[src/rtl/kgp_pkg.sv]
// ============================================================================
//  Module   : kgp_pkg
//  Purpose  : KGP carry codes and the encode/combine helpers for the adder.
//  Revision : 1.0  initial release
// ============================================================================
`default_nettype none

package kgp_pkg;

  typedef logic [1:0] kgp_t;

  localparam kgp_t K = 2'b00;
  localparam kgp_t P = 2'b01;
  localparam kgp_t G = 2'b11;

  // Higher group wins unless it only propagates.
  function automatic kgp_t kgp_combine(input kgp_t hi, input kgp_t lo);
    return (hi == P) ? lo : hi;
  endfunction

  function automatic kgp_t kgp_encode(input logic a_bit, input logic b_bit);
    if (a_bit && b_bit)
      return G;
    else if (!a_bit && !b_bit)
      return K;
    else
      return P;
  endfunction

endpackage

`default_nettype wire

[src/rtl/kgp_prefix_level.sv]
// ============================================================================
//  Module   : kgp_prefix_level
//  Purpose  : One registered KGP prefix level combining codes DIST apart.
//  Revision : 1.0  initial release
// ============================================================================
`default_nettype none

module kgp_prefix_level
  import kgp_pkg::*;
#(
  parameter int WIDTH = 16,
  parameter int DIST  = 1
) (
  input  logic               clk,
  input  logic               rst_n,
  input  logic               en,
  input  logic               in_valid,
  input  logic [2*WIDTH+1:0] in_pos,
  input  logic [WIDTH-1:0]   in_prop,
  output logic               out_valid,
  output logic [2*WIDTH+1:0] out_pos,
  output logic [WIDTH-1:0]   out_prop
);

  logic [2*WIDTH+1:0] w_pos;

  for (genvar i = 0; i <= WIDTH; i++) begin : g_pos
    if (i >= DIST) begin : g_comb
      assign w_pos[2*i +: 2] = kgp_combine(in_pos[2*i +: 2], in_pos[2*(i-DIST) +: 2]);
    end else begin : g_pass
      assign w_pos[2*i +: 2] = in_pos[2*i +: 2];
    end
  end

  always_ff @(posedge clk or negedge rst_n) begin
    if (!rst_n) begin
      out_valid <= 1'b0;
      out_pos   <= '0;
      out_prop  <= '0;
    end else if (en) begin
      out_valid <= in_valid;
      if (in_valid) begin
        out_pos  <= w_pos;
        out_prop <= in_prop;
      end
    end
  end

endmodule

`default_nettype wire

[src/rtl/kgp_pipelined_adder.sv]
// ============================================================================
//  Module   : kgp_pipelined_adder
//  Purpose  : Pipelined KGP prefix adder, y = a + b + cin, valid/ready stream.
//             Define KGP_ADDER_OVF_EN to add the registered out_ovf flag.
//  Revision : 1.0  initial release
// ============================================================================
`default_nettype none

module kgp_pipelined_adder
  import kgp_pkg::*;
#(
  parameter int WIDTH = 16
) (
  input  logic             clk,
  input  logic             rst_n,
  input  logic             in_valid,
  output logic             in_ready,
  input  logic [WIDTH-1:0] a,
  input  logic [WIDTH-1:0] b,
  input  logic             cin,
  output logic             out_valid,
  input  logic             out_ready,
  output logic [WIDTH:0]   y
`ifdef KGP_ADDER_OVF_EN
  ,
  output logic             out_ovf
`endif
);

  localparam int LATENCY = $clog2(WIDTH + 1) + 2;
  localparam int LEVELS  = LATENCY - 2;
  localparam int POSW    = 2 * (WIDTH + 1);

  logic              w_en;
  logic [POSW-1:0]   w_enc_pos;
  logic [POSW-1:0]   w_pos  [0:LEVELS];
  logic [WIDTH-1:0]  w_prop [0:LEVELS];
  logic              w_valid[0:LEVELS];
  logic [WIDTH:0]    w_carry;
  logic [WIDTH:0]    w_sum;

  // The whole pipe moves together; only a stalled output can hold it.
  assign w_en     = !out_valid || out_ready;
  assign in_ready = w_en;

  assign w_enc_pos[1:0] = cin ? G : K;
  for (genvar i = 0; i < WIDTH; i++) begin : g_encode
    assign w_enc_pos[2*(i+1) +: 2] = kgp_encode(a[i], b[i]);
  end

  always_ff @(posedge clk or negedge rst_n) begin
    if (!rst_n) begin
      w_valid[0] <= 1'b0;
      w_pos[0]   <= '0;
      w_prop[0]  <= '0;
    end else if (w_en) begin
      w_valid[0] <= in_valid;
      if (in_valid) begin
        w_pos[0]  <= w_enc_pos;
        w_prop[0] <= a ^ b;
      end
    end
  end

  for (genvar j = 0; j < LEVELS; j++) begin : g_level
    kgp_prefix_level #(
      .WIDTH (WIDTH),
      .DIST  (2**j)
    ) u_level (
      .clk       (clk),
      .rst_n     (rst_n),
      .en        (w_en),
      .in_valid  (w_valid[j]),
      .in_pos    (w_pos[j]),
      .in_prop   (w_prop[j]),
      .out_valid (w_valid[j+1]),
      .out_pos   (w_pos[j+1]),
      .out_prop  (w_prop[j+1])
    );
  end

  // After the last level, position i is G exactly when a carry enters bit i.
  for (genvar i = 0; i <= WIDTH; i++) begin : g_carry
    assign w_carry[i] = (w_pos[LEVELS][2*i +: 2] == G);
  end

  assign w_sum = {w_carry[WIDTH], w_prop[LEVELS] ^ w_carry[WIDTH-1:0]};

  always_ff @(posedge clk or negedge rst_n) begin
    if (!rst_n) begin
      out_valid <= 1'b0;
      y         <= '0;
`ifdef KGP_ADDER_OVF_EN
      out_ovf   <= 1'b0;
`endif
    end else if (w_en) begin
      out_valid <= w_valid[LEVELS];
      if (w_valid[LEVELS]) begin
        y       <= w_sum;
`ifdef KGP_ADDER_OVF_EN
        out_ovf <= w_carry[WIDTH] ^ w_carry[WIDTH-1];
`endif
      end
    end
  end

endmodule

`default_nettype wire
[config.mk]
export PLATFORM = sky130hd
export DESIGN_NAME = kgp_pipelined_adder
export DESIGN_NICKNAME = d
export VERILOG_FILES = /design/src/rtl/kgp_pkg.sv /design/src/rtl/kgp_prefix_level.sv /design/src/rtl/kgp_pipelined_adder.sv
export SDC_FILE = /design/constraint.sdc
export NUM_CORES = 1
export LEC_CHECK = 0
export ABC_AREA = 1
export BUFFER_PORTS_ARGS = -buffer_cell sky130_fd_sc_hd__clkbuf_2
export CAP_MARGIN = 20
export CORE_MARGIN = 5
export CORE_UTILIZATION = 40
export CTS_CLUSTER_SIZE = 40
export DETAILED_ROUTE_END_ITERATION = 7
export SYNTH_ARGS = -nofsm -noshare
export SYNTH_HDL_FRONTEND = slang
export SYNTH_SLANG_ARGS = --single-unit
[constraint.sdc]
create_clock -name clk -period 2.7 [get_ports clk]
set_clock_uncertainty 0.15 [all_clocks]
set_input_delay 0 -clock clk [delete_from_list [all_inputs] [get_ports clk]]
set_output_delay 0 -clock clk [all_outputs]
set_load 0.02 [all_outputs]
# Word-level counts from Yosys, hierarchy flattened
# Cells that the tools add are included.
[classes] addsub=0 multipliers=0 div=0 order_cmp=0 n_eq_ne=71 shift=0 muxes=87 n_bitwise=2 reduce_logical=73
[ops] op="$mux 2" count=71
[ops] op="$eq 2x1->1 const B" count=54
[ops] op="$eq 2x2->1 const B" count=17
[ops] op="$logic_not 1->1" count=33
[ops] op="$logic_and 1x1->1" count=32
[ops] op="$xor 16x16->16" count=2
[ops] op="$mux 1" count=16
[ops] op="$reduce_and 2->1" count=7
[ops] op="$logic_or 1x1->1" count=1
[word_totals] reg_bits=324 latchBits=0 ramBits=0 mem_bits_ro=0 inputBits=37 memories=0

# Longest topological paths before layout
# Gate-level depths: netlist (run 1).
[depth] ltp_word=4 ltp_mapped=8 ltp_nobuf=6

# By module
# Synthesis (run 1) repeated with hierarchy kept, for this count alone.
[hier_totals] cells_unflattened=1716 hier_area_um2=14164.8
[modules_own_cells] module="kgp_pipelined_adder" instances=1 cells_each=419 area_each_um2=3432.0 seq_area_each_um2=1701.6
[modules_own_cells] module="kgp_prefix_level (g_level[0].u_level)" instances=1 cells_each=281 area_each_um2=2270.9 seq_area_each_um2=1276.2
[modules_own_cells] module="kgp_prefix_level (g_level[1].u_level)" instances=1 cells_each=277 area_each_um2=2254.7 seq_area_each_um2=1276.2
[modules_own_cells] module="kgp_prefix_level (g_level[2].u_level)" instances=1 cells_each=268 area_each_um2=2162.1 seq_area_each_um2=1276.2
[modules_own_cells] module="kgp_prefix_level (g_level[3].u_level)" instances=1 cells_each=252 area_each_um2=2110.8 seq_area_each_um2=1276.2
[modules_own_cells] module="kgp_prefix_level (g_level[4].u_level)" instances=1 cells_each=219 area_each_um2=1934.4 seq_area_each_um2=1276.2

# Worst setup path before layout (run 1)
# No wires, ideal clock.
[synth_path] path_type="flip-flop to flip-flop" startpoint="reg out_valid" endpoint="reg g_level[0].u_level.out_prop[10] (netlist name)" setup_time_ns=0.116 arrival_ns=1.177 t_required_ns=2.434 setup_slack_ns=1.256 path_stages_with_launch=8 path_cell_list="dfrtp_1 > nand2_4 > nand2_2 > inv_2 > buf_4 > buf_4 > nand2_1 > nand2_1"
[synth_via] elab_chain_len=3
[synth_lines] element="from (decl)" line="kgp_pipelined_adder.sv:21" rtl="output logic out_valid,"
[synth_lines] element="from (signal assigned)" line="kgp_pipelined_adder.sv:97" rtl="out_valid <= w_valid[LEVELS];"
[synth_lines] element="$logic_not 1->1" line="kgp_pipelined_adder.sv:43" rtl="assign w_en = !out_valid || out_ready;"
[synth_lines] element="$logic_or 1x1->1" line="kgp_pipelined_adder.sv:43"
[synth_lines] element="$reduce_and 2->1 (no line)"
# No other way between the ends.
# A chain may end at the register's enable or synchronous reset.

# Worst setup path after layout (run 1)
[layout_path] startpoint="reg out_valid" endpoint="out in_ready"
[layout_via] elab_chain_len=2
[layout_lines] element="$logic_not 1->1" line="kgp_pipelined_adder.sv:43"
[layout_lines] element="$logic_or 1x1->1" line="kgp_pipelined_adder.sv:43"
[layout_lines] element="to (decl)" line="kgp_pipelined_adder.sv:17" rtl="output logic in_ready,"
# No other way between the ends.

==> results of run 1 <==
through the flow:
step | cell area [um2] | worst slack, ps | power [mW]
after floorplan | 13810 | 1256 | 11.01
after global placement | 14450 | 946.0 | 12.15
after detailed placement | 14450 | 928.3 | 12.27
after CTS | 16170 | 780.4 | 17.31
after global routing | 16170 | 713.1 | 18.42
final | 16170 | 798.6 | 17.08
cells by family after synthesis:
logic type,count (synthesis),share of synthesized area
AOI/OAI and AO/OA,74,0.03660
and+or+nand+nor,1089,0.3020
buffers and inverters,178,0.05626
DFF,318,0.5762
adders and majority gates,32,0.02899
cells in the mapped netlist:
master	number	area, um2
a21o_1	54	405.4
nand2_2	6	37.54
inv_1	105	394.1
a21oi_1	1	5.000
nand2_1	923	3465
nor2_1	111	416.7
buf_2	51	255.2
clkbuf_1	4	15.01
o21ai_0	19	95.09
nand2_4	1	11.26
inv_2	6	22.52
dfrtp_1	318	7958
nand3_1	48	240.2
buf_4	12	90.09
ha_1	32	400.4
worst min-delay path by stage:
stage / cells after the start / to / start / slack [ps]
floorplan: 0 / g_level[0].u_level.out_pos[10]$_DFFE_PN0P_ / rst_n / -450
global placement: 1 / y[1]$_DFFE_PN0P_ / rst_n / -110
detailed placement: 1 / y[1]$_DFFE_PN0P_ / rst_n / -100
CTS: 3 / w_pos[197]$_DFFE_PN0P_ / in_valid / 20
global route: 3 / w_pos[199]$_DFFE_PN0P_ / in_valid / 100
finish: 3 / w_prop[89]$_DFFE_PN0P_ / in_valid / 50
layer usage:
metal  wire, um  up-vias
met5          0        -
met4        684        0
met3        937       51
met2      12360      148
met1      14830     4640
li1           -     5313
registers in the layout, indices dropped and copies added (netlist names):
name,cells
g_level.u_level.out_valid,5
g_level.u_level.out_pos,165
w_prop,16
out_valid,1
w_pos,33
g_level.u_level.out_prop,80
y,17
w_valid,1
final cells by class:
type                    instances  share of cell area
clock buffers                  56             0.06846
clock inverters                 8            0.005957
inverters                     111             0.02576
multi-input cells            1195              0.3140
flip-flops and latches        318              0.4920
well taps                     455             0.03520
repair buffers                121             0.05864
cells in the final DEF, fill, tap and decap left out:
cell,instances
nand2_1,922
dfrtp_1,318
nor2_1,111
inv_1,105
a21o_1,54
clkbuf_2,54
dlygate4sd3_1,52
nand3_1,48
clkbuf_16,37
ha_1,32
o21ai_0,19
clkbuf_8,11
buf_4,11
clkbuf_1,8
nand2_2,7
inv_2,6
clkinv_2,5
buf_12,3
bufinv_16,2
nand2_4,1
a21oi_1,1
inv_8,1
buf_8,1
report_power, final:
group	internal [mW]	switching (mW)	total, mW
sequential	6.46	1.35	7.81
clock	3.01	1.87	4.88
combinational	1.57	2.82	4.39
worst max-delay path: stages, from the launching register on:
cell and delay [ps]:
dfrtp_1 440, nand2_4 180, buf_4 370, clkbuf_2 240
==> impl_metrics.ini, run 1 <==
[run_status]
status = complete, no violations

[global_route]
antenna_found_initial = 0
grt_start_max_net_pins = 81
grt_pass1_vias = 10070
use_met1 = 0.2308
grt_pass1_wl_mm = 50.23
top_usage_layer = met2
grtUsageMet3 = 0.02061
grtUsageMet2 = 0.2345
overflow = 0
grt_usage = 0.1535

[sta]
max_freq_mhz = 525.9
finalSetupTns_ps = 0
rsz0062_at_grt = no
period_share = 0.7042
setup_viol = 0
min_period_ps = 1901
fin_hold_ws_ps = 46.71
finalHoldViolCount = 0
slew-limit-headroom = 0.4531
finalMaxSlewViolations = 0
tightest_slew_ps = 819.2

[floorplan]
ioPinCount = 56
rows = 68
die_h_um = 195.8
core_um2 = 34290
die_area_um2 = 38340
die_w_um = 195.8
start_util = 0.4028

[clocking]
h-tree-depth = 2
cts.sinks = 318
cts_tree = done
cts-resized-gates = 0
cts_root_buffer = clkbuf_16
clock_latency_ps = 510
clock_path_buffers = 3
post-cts-setup-buffers = 0
cts_hold_buf = 52
clkSlewWorstSetupHoldPaths_ps = 60
cts_buffers = 36

[hold_path]
hold_class = in2reg

[route]
wire_per_inst_um = 12.73
wl_mm = 28.82
dr.pass1.iters = 5
vias_per_cell = 4.484
ant_nets = 0
drc = 0
drt_first_iter_violations = 683
vias = 10150

[synthesis]
yosysSeqAreaShare = 0.5762
synth_area_per_cell_um2 = 8.167
syn_inst = 1691
yosysUniqueCellTypes = 15
ys_ff_latch = 318
netlist_area_um2 = 13810
synth_nets = 1760
yosysWarnings = 0

[layout]
fillCellCount = 3422
multi_input_area_um2 = 5079
drive_gt1_frac = 0.07684
post-route-util = 0.4717
nets = 1852
seq_area_um2 = 7958
num_antenna_cells = 0
syn2layout_area_growth_pct = 17.11
final_cells = 2264

[worst_setup_path]
startpoint = out_valid$_DFFE_PN0P_
rr_startpoint = out_valid$_DFFE_PN0P_
reg2regPathDepth = 6
reg2reg_slack_ps = 910
reg2reg_to = w_pos[196]$_DFFE_PN0P_
required_ps = 2550
worstPathArrival_ps = 1750
crit_path_end_kind = output pin
cp_max_fo = 36
crit_type = reg2out
cp-endpoint = in_ready
cp-start-kind = flop

[power]
peakVddDrop_mv = 0.5111
p_leak_nw = 9.315
p_per_area_nw_per_um2 = 1056

[place]
io_buffers = 55
place_congestion = 0.7946
hpwlAfterDp_mm = 19.06
dpl.cell_count = 2148

[run]
drv_cap = 0
Note: power is estimated with default switching activity, not from simulation.
==> run 2: changes to the inputs <==
==> constraint.sdc (replaced) <==
create_clock -name clk -period 1.87 [get_ports clk]
set_clock_uncertainty 0.15 [all_clocks]
set_input_delay 0 -clock clk [delete_from_list [all_inputs] [get_ports clk]]
set_output_delay 0 -clock clk [all_outputs]
set_load 0.02 [all_outputs]
==> run 2 against run 1 <==
Against the previous run:
- cell count up 0.35%
- via count up 1.3%
- power up 44%
- register-to-register slack lost 680 ps
- clock-buffer cell count down 7
- global-route usage down 0.13 points
- sequential power rose by 45%
- first-iteration DRC count decreased by 3.2%
- core utilization grew 0.37 points
- clock power is 37% higher
- hold slack gained 100 ps
- critical path type unchanged
- largest cell class unchanged
==> impl_metrics.ini, run 2 (same netlist as run 1, synthesis figures left out) <==
[run_status]
status = complete, no violations

[route]
drc = 0
dr.pass1.iters = 5
wire_per_inst_um = 12.59
wl_mm = 28.60
drt_first_iter_violations = 661
vias = 10290
ant_nets = 0
vias_per_cell = 4.528

[worst_setup_path]
cpLargestDelayFamily = buffers and inverters
rr_startpoint = out_valid$_DFFE_PN0P_
cp.buffers_inverters = 2
slowest_stage = dfrtp_1
crit_path_end_kind = output pin
worstPathArrival_ps = 1590
cp-start-kind = flop
startpoint = out_valid$_DFFE_PN0P_
slowest_delay_ps = 430
crit_type = reg2out
cp_cell_sequence = nand2_4 -> buf_8 -> clkbuf_2
required_ps = 1720
cp_max_fo = 35

[power]
clkPwrFrac = 0.272
swShare = 0.3519
peakVddDrop_mv = 0.5956
p_int_mw = 15.92
p_seq_frac = 0.458
p_leak_nw = 9.377
p_sw_mw = 8.644
p_per_area_nw_per_um2 = 1507
p_total_mw = 24.57
combPwrFrac = 0.270

[clocking]
cts_root_buffer = clkbuf_16
cts_tree = done
cts.sinks = 318
clock_latency_ps = 500
cts_buffers = 35
h-tree-depth = 2
post-cts-setup-buffers = 0
clkSlewWorstSetupHoldPaths_ps = 60
clock_path_buffers = 3

[global_route]
antenna_found_initial = 0
grt_start_max_net_pins = 66
grt_usage = 0.1521
overflow = 0
grt_pass1_wl_mm = 50.23
grt_pass1_vias = 10020

[layout]
largest_reg_flops = 165
largest_register = g_level.u_level.out_pos
nets = 1864
syn2layout_area_growth_pct = 18.04
num_antenna_cells = 0
layout_common_cells = nand2_1, dfrtp_1, nor2_1
final_common_cell = nand2_1
drive_gt1_frac = 0.08035
top_regs = g_level.u_level.out_pos x165, g_level.u_level.out_prop x80, w_pos x33

[hold_path]
hold_class = in2reg
hold_start = cin

[sta]
setup_viol = 0
max_freq_mhz = 574.7
finalHoldViolCount = 0
finalMaxSlewViolations = 0
rsz0062_at_grt = no
slew-limit-headroom = 0.6055
tightest_slew_ps = 591.7
min_period_ps = 1740
finalSetupTns_ps = 0
period_share = 0.9305

[place]
io_buffers = 55
place_congestion = 0.7575
hpwlAfterDp_mm = 19.29

[floorplan]
core_um2 = 34290
rows = 68
start_util = 0.4028
die_w_um = 195.8
ioPinCount = 56
die_area_um2 = 38340
die_h_um = 195.8

[run]
drv_cap = 0
==> run 2: path summary, 6_finish.rpt <==
kind	endpoint	slack, ps	cells after the start
max	in_ready	130	3
min	w_pos[171]$_DFFE_PN0P_	150	4
max reg2reg	w_pos[174]$_DFFE_PN0P_	230	4
min reg2reg	g_level[4].u_level.out_pos[3]$_DFFE_PN0P_	320	2
max in group asynchronous	g_level[4].u_level.out_valid$_DFFE_PN0P_	440	4
min in group asynchronous	g_level[1].u_level.out_pos[3]$_DFFE_PN0P_	450	3
==> run 2: metrics by stage <==
stage	std cells	hold WS (ps)	worst slack (ps)	util	instance area, um2
finish	2272	148.1	129.9	0.4754	16300
detailed placement	2159	-162.3	266.3	0.4268	14630
global placement	2159	-158.2	306.3	0.4268	14630
global route	2272	192.4	36.15	0.4754	16300
floorplan	1691	-445.6	426.3	-	13810
CTS	2272	132.1	75.38	0.4753	16300
==> run 2: final cells by class <==
type,count,area [um2]
Multi-Input combinational cell,1195,5079
Clock buffer,49,1021
Sequential cell,318,7958
Clock inverter,10,100.1
Tap cell,455,569.3
Timing Repair Buffer,134,1159
Fill cell,3340,17990
Inverter,111,416.7
==> run 2: layer usage <==
layer / vias up / GRT usage / wire (um)
li1: 5343 / - / -
met1: 4761 / 0.2305 / 14720
met2: 141 / 0.2328 / 12330
met3: 42 / 0.02267 / 1028
met4: 0 / 0.03413 / 515
met5: - / 0 / 0
==> run 2: timing repair <==
action	4_1_cts	5_1_grt
endpoints found under the hold margin	392	0
setup endpoints to repair	1	1
hold buffers	54	0
gates resized for setup	1	1
==> run 2: power groups by stage <==
stage	logic, mW	registers [mW]	clock network (mW)
global placement	6.47	11.3	0
detailed placement	6.58	11.4	0
CTS	6.74	11.3	6.89
global route	7.77	11.6	7.14
finish	6.63	11.3	6.68
floorplan	5.03	10.9	0
==> run 2: worst register-to-register path, delay by kind of cell (launching register included) <==
| kind | cells | cell delay (ps) |
|---|---|---|
| AOI/OAI and AO/OA | 1 | 200 |
| buffers and inverters | 1 | 480 |
| DFF | 1 | 420 |
| and+or+nand+nor | 2 | 250 |
==> run 3: changes to the inputs <==
--- a/config.mk
+++ b/config.mk
@@ -14,4 +14,5 @@
 export DETAILED_ROUTE_END_ITERATION = 7
 export SYNTH_ARGS = -nofsm -noshare
 export SYNTH_HDL_FRONTEND = slang
+export SYNTH_HIERARCHICAL = 1
 export SYNTH_SLANG_ARGS = --single-unit
==> run 3 against run 2 <==
Against the previous run:
- area after synthesis up 2.6%
- cell count up 1.5%
- sequential share of layout area up 0.30 points
- combinational power about the same
- hold slack worse by 20 ps
- largest cell class unchanged
- final area up 0.96%
- die area up 2.4%
- routed wire length up 11%
- register-to-register slack worse by 80 ps
- worst setup slack worse by 38 ps
- critical path depth unchanged
- synthesized cell count up 1.5%
- critical path type unchanged
==> impl_metrics.ini, run 3 <==
[synthesis]
ys.flop_type = dfrtp_1
netlist_area_um2 = 14160
ys_ff_latch = 323
syn_inst = 1716
yosysSeqAreaShare = 0.5706
synth-edff-count = 0
synth_area_per_cell_um2 = 8.255
yosysWarnings = 6
synth_commonest_cells = nand2_1, dfrtp_1, inv_1
synth_nets = 1785
yosysUniqueCellTypes = 20
yosysMostFrequentCell = nand2_1
yosys-top-cells-area = dfrtp_1, nand2_1, nand3_1
synth_top_area_share = 0.5706
yosys.area.top_type = dfrtp_1
async_reset_ff_frac = 1.000

[layout]
top_regs = g_level.u_level/out_pos x170, g_level.u_level/out_prop x80, w_pos x33
num_antenna_cells = 0
largest_register = g_level.u_level/out_pos
syn2layout_area_growth_pct = 16.19
layout_common_cells = nand2_1, dfrtp_1, inv_1
nets = 1887
drive_gt1_frac = 0.08189
largest_reg_flops = 170
final_cells = 2305
fin_area_um2 = 16460
post-route-util = 0.4672
final_common_cell = nand2_1

[floorplan]
die_area_um2 = 39280
die_w_um = 198.2
rows = 69
ioPinCount = 56
start_util = 0.4021
die_h_um = 198.2
core_um2 = 35220

[worst_setup_path]
cp-start-kind = flop
crit_path_end_kind = output pin
slowest_stage = dfrtp_1
reg2regPathDepth = 4
cp.buffers_inverters = 2
rr_startpoint = out_valid$_DFFE_PN0P_
slowest_delay_ps = 460
worstPathArrival_ps = 1630
cp_max_fo = 40
cp_cell_sequence = nand2_8 -> buf_12 -> clkbuf_2
crit_type = reg2out
required_ps = 1720
cpLargestDelayFamily = flip-flops
reg2reg_to = g_level[3].u_level/out_valid$_DFFE_PN0P_
reg2reg_slack_ps = 150

[route]
wire_per_inst_um = 13.74
dr.pass1.iters = 5
wl_mm = 31.67
ant_nets = 0
drc = 0
vias_per_cell = 4.638
drt_first_iter_violations = 602
vias = 10690

[power]
combPwrFrac = 0.267
p_total_mw = 24.93
peakVddDrop_mv = 0.6795
p_int_mw = 15.75
swShare = 0.3680
p_seq_frac = 0.466
clkPwrFrac = 0.267
p_sw_mw = 9.173
p_per_area_nw_per_um2 = 1515
p_leak_nw = 8.971

[clocking]
cts_buffers = 36
cts_root_buffer = clkbuf_16
h-tree-depth = 2
cts_tree = done
post-cts-setup-buffers = 0
clock_latency_ps = 510
clock_path_buffers = 3
cts.sinks = 323
clkSlewWorstSetupHoldPaths_ps = 60

[global_route]
grt_start_max_net_pins = 74
grt_pass1_vias = 10740
grt_usage = 0.1670
overflow = 0
grt_pass1_wl_mm = 54.88
antenna_found_initial = 0

[hold_path]
hold_depth = 4
hold_class = in2reg
min_to = w_pos[171]$_DFFE_PN0P_
hold_start = cin

[place]
dpl.cell_count = 2187
post-place-ws_ps = 145.7
hpwlAfterDp_mm = 21.36
dpl_cell_area_um2 = 14760
io_buffers = 55
place_congestion = 0.8091

[sta]
max_freq_mhz = 562.3
finalMaxSlewViolations = 0
period_share = 0.9510
layout_setup_ws_ps = 91.67
rsz0062_at_grt = no
finalSetupTns_ps = 0
tightest_slew_ps = 524.8
finalHoldViolCount = 0
slew-limit-headroom = 0.6501
setup_viol = 0
fin_hold_ws_ps = 128.1
min_period_ps = 1778

[run_status]
status = complete, no violations

[run]
drv_cap = 0
run 3: worst max path at each step:
stage	startpoint	to	slack, ps	depth (start not counted)
final	out_valid$_DFFE_PN0P_	in_ready	90	3
after global routing	out_valid$_DFFE_PN0P_	in_ready	9	3
after floorplan	out_valid$_DFFE_PN0P_	g_level[2].u_level/out_pos[16]$_DFFE_PN0P_	60	7
after global placement	out_valid$_DFFE_PN0P_	g_level[3].u_level/out_valid$_DFFE_PN0P_	210	4
after CTS	out_valid$_DFFE_PN0P_	in_ready	20	3
after detailed placement	out_valid$_DFFE_PN0P_	g_level[3].u_level/out_valid$_DFFE_PN0P_	150	4
run 3: routing by layer:
layer | global-route usage | up-vias | wire length, um
met5 | 0 | - | 0
met4 | 0.03800 | 0 | 607
met3 | 0.02825 | 56 | 1486
met2 | 0.2632 | 213 | 13800
met1 | 0.2439 | 4945 | 15780
li1 | - | 5477 | -
run 3: timing repair:
item,CTS,global route
setup endpoints to repair,1,1
endpoints found under the hold margin,373,0
resized for setup,3,1
hold buffers,54,0
run 3: worst reg2reg max path, stage by stage (launching register included):
cell and delay [ps]:
dfrtp_1 490, nand2_8 180, nand2_4 130, buf_4 450
o21ai_0 190
run 3: cell families after synthesis:
logic type               Yosys count  share of synthesized area
AND/OR/NAND/NOR                 1098                     0.3037
flip-flops                       323                     0.5706
buffers and inverters            186                    0.06996
AO/OA/AOI/OAI                     77                    0.02747
adder cells (fa/ha/maj)           32                    0.02827
run 3: area by class of cell:
type                       count  area [um2]
fill                        3459       18770
sequential                   323        8083
multi-input combinational   1207        5107
timing repair buffer         136        1126
clock buffer                  55        1062
tap                          461       576.8
inverter                     114       442.9
clock inverter                 9       60.06
run 3: power by group through the flow:
stage	combinational, mW	clock [mW]	sequential [mW]
final	6.65	6.66	11.6
after global routing	7.83	7.09	11.9
after CTS	6.75	6.82	11.6
after detailed placement	6.59	0	11.7
after global placement	6.46	0	11.6
after floorplan	5.37	0	11.1
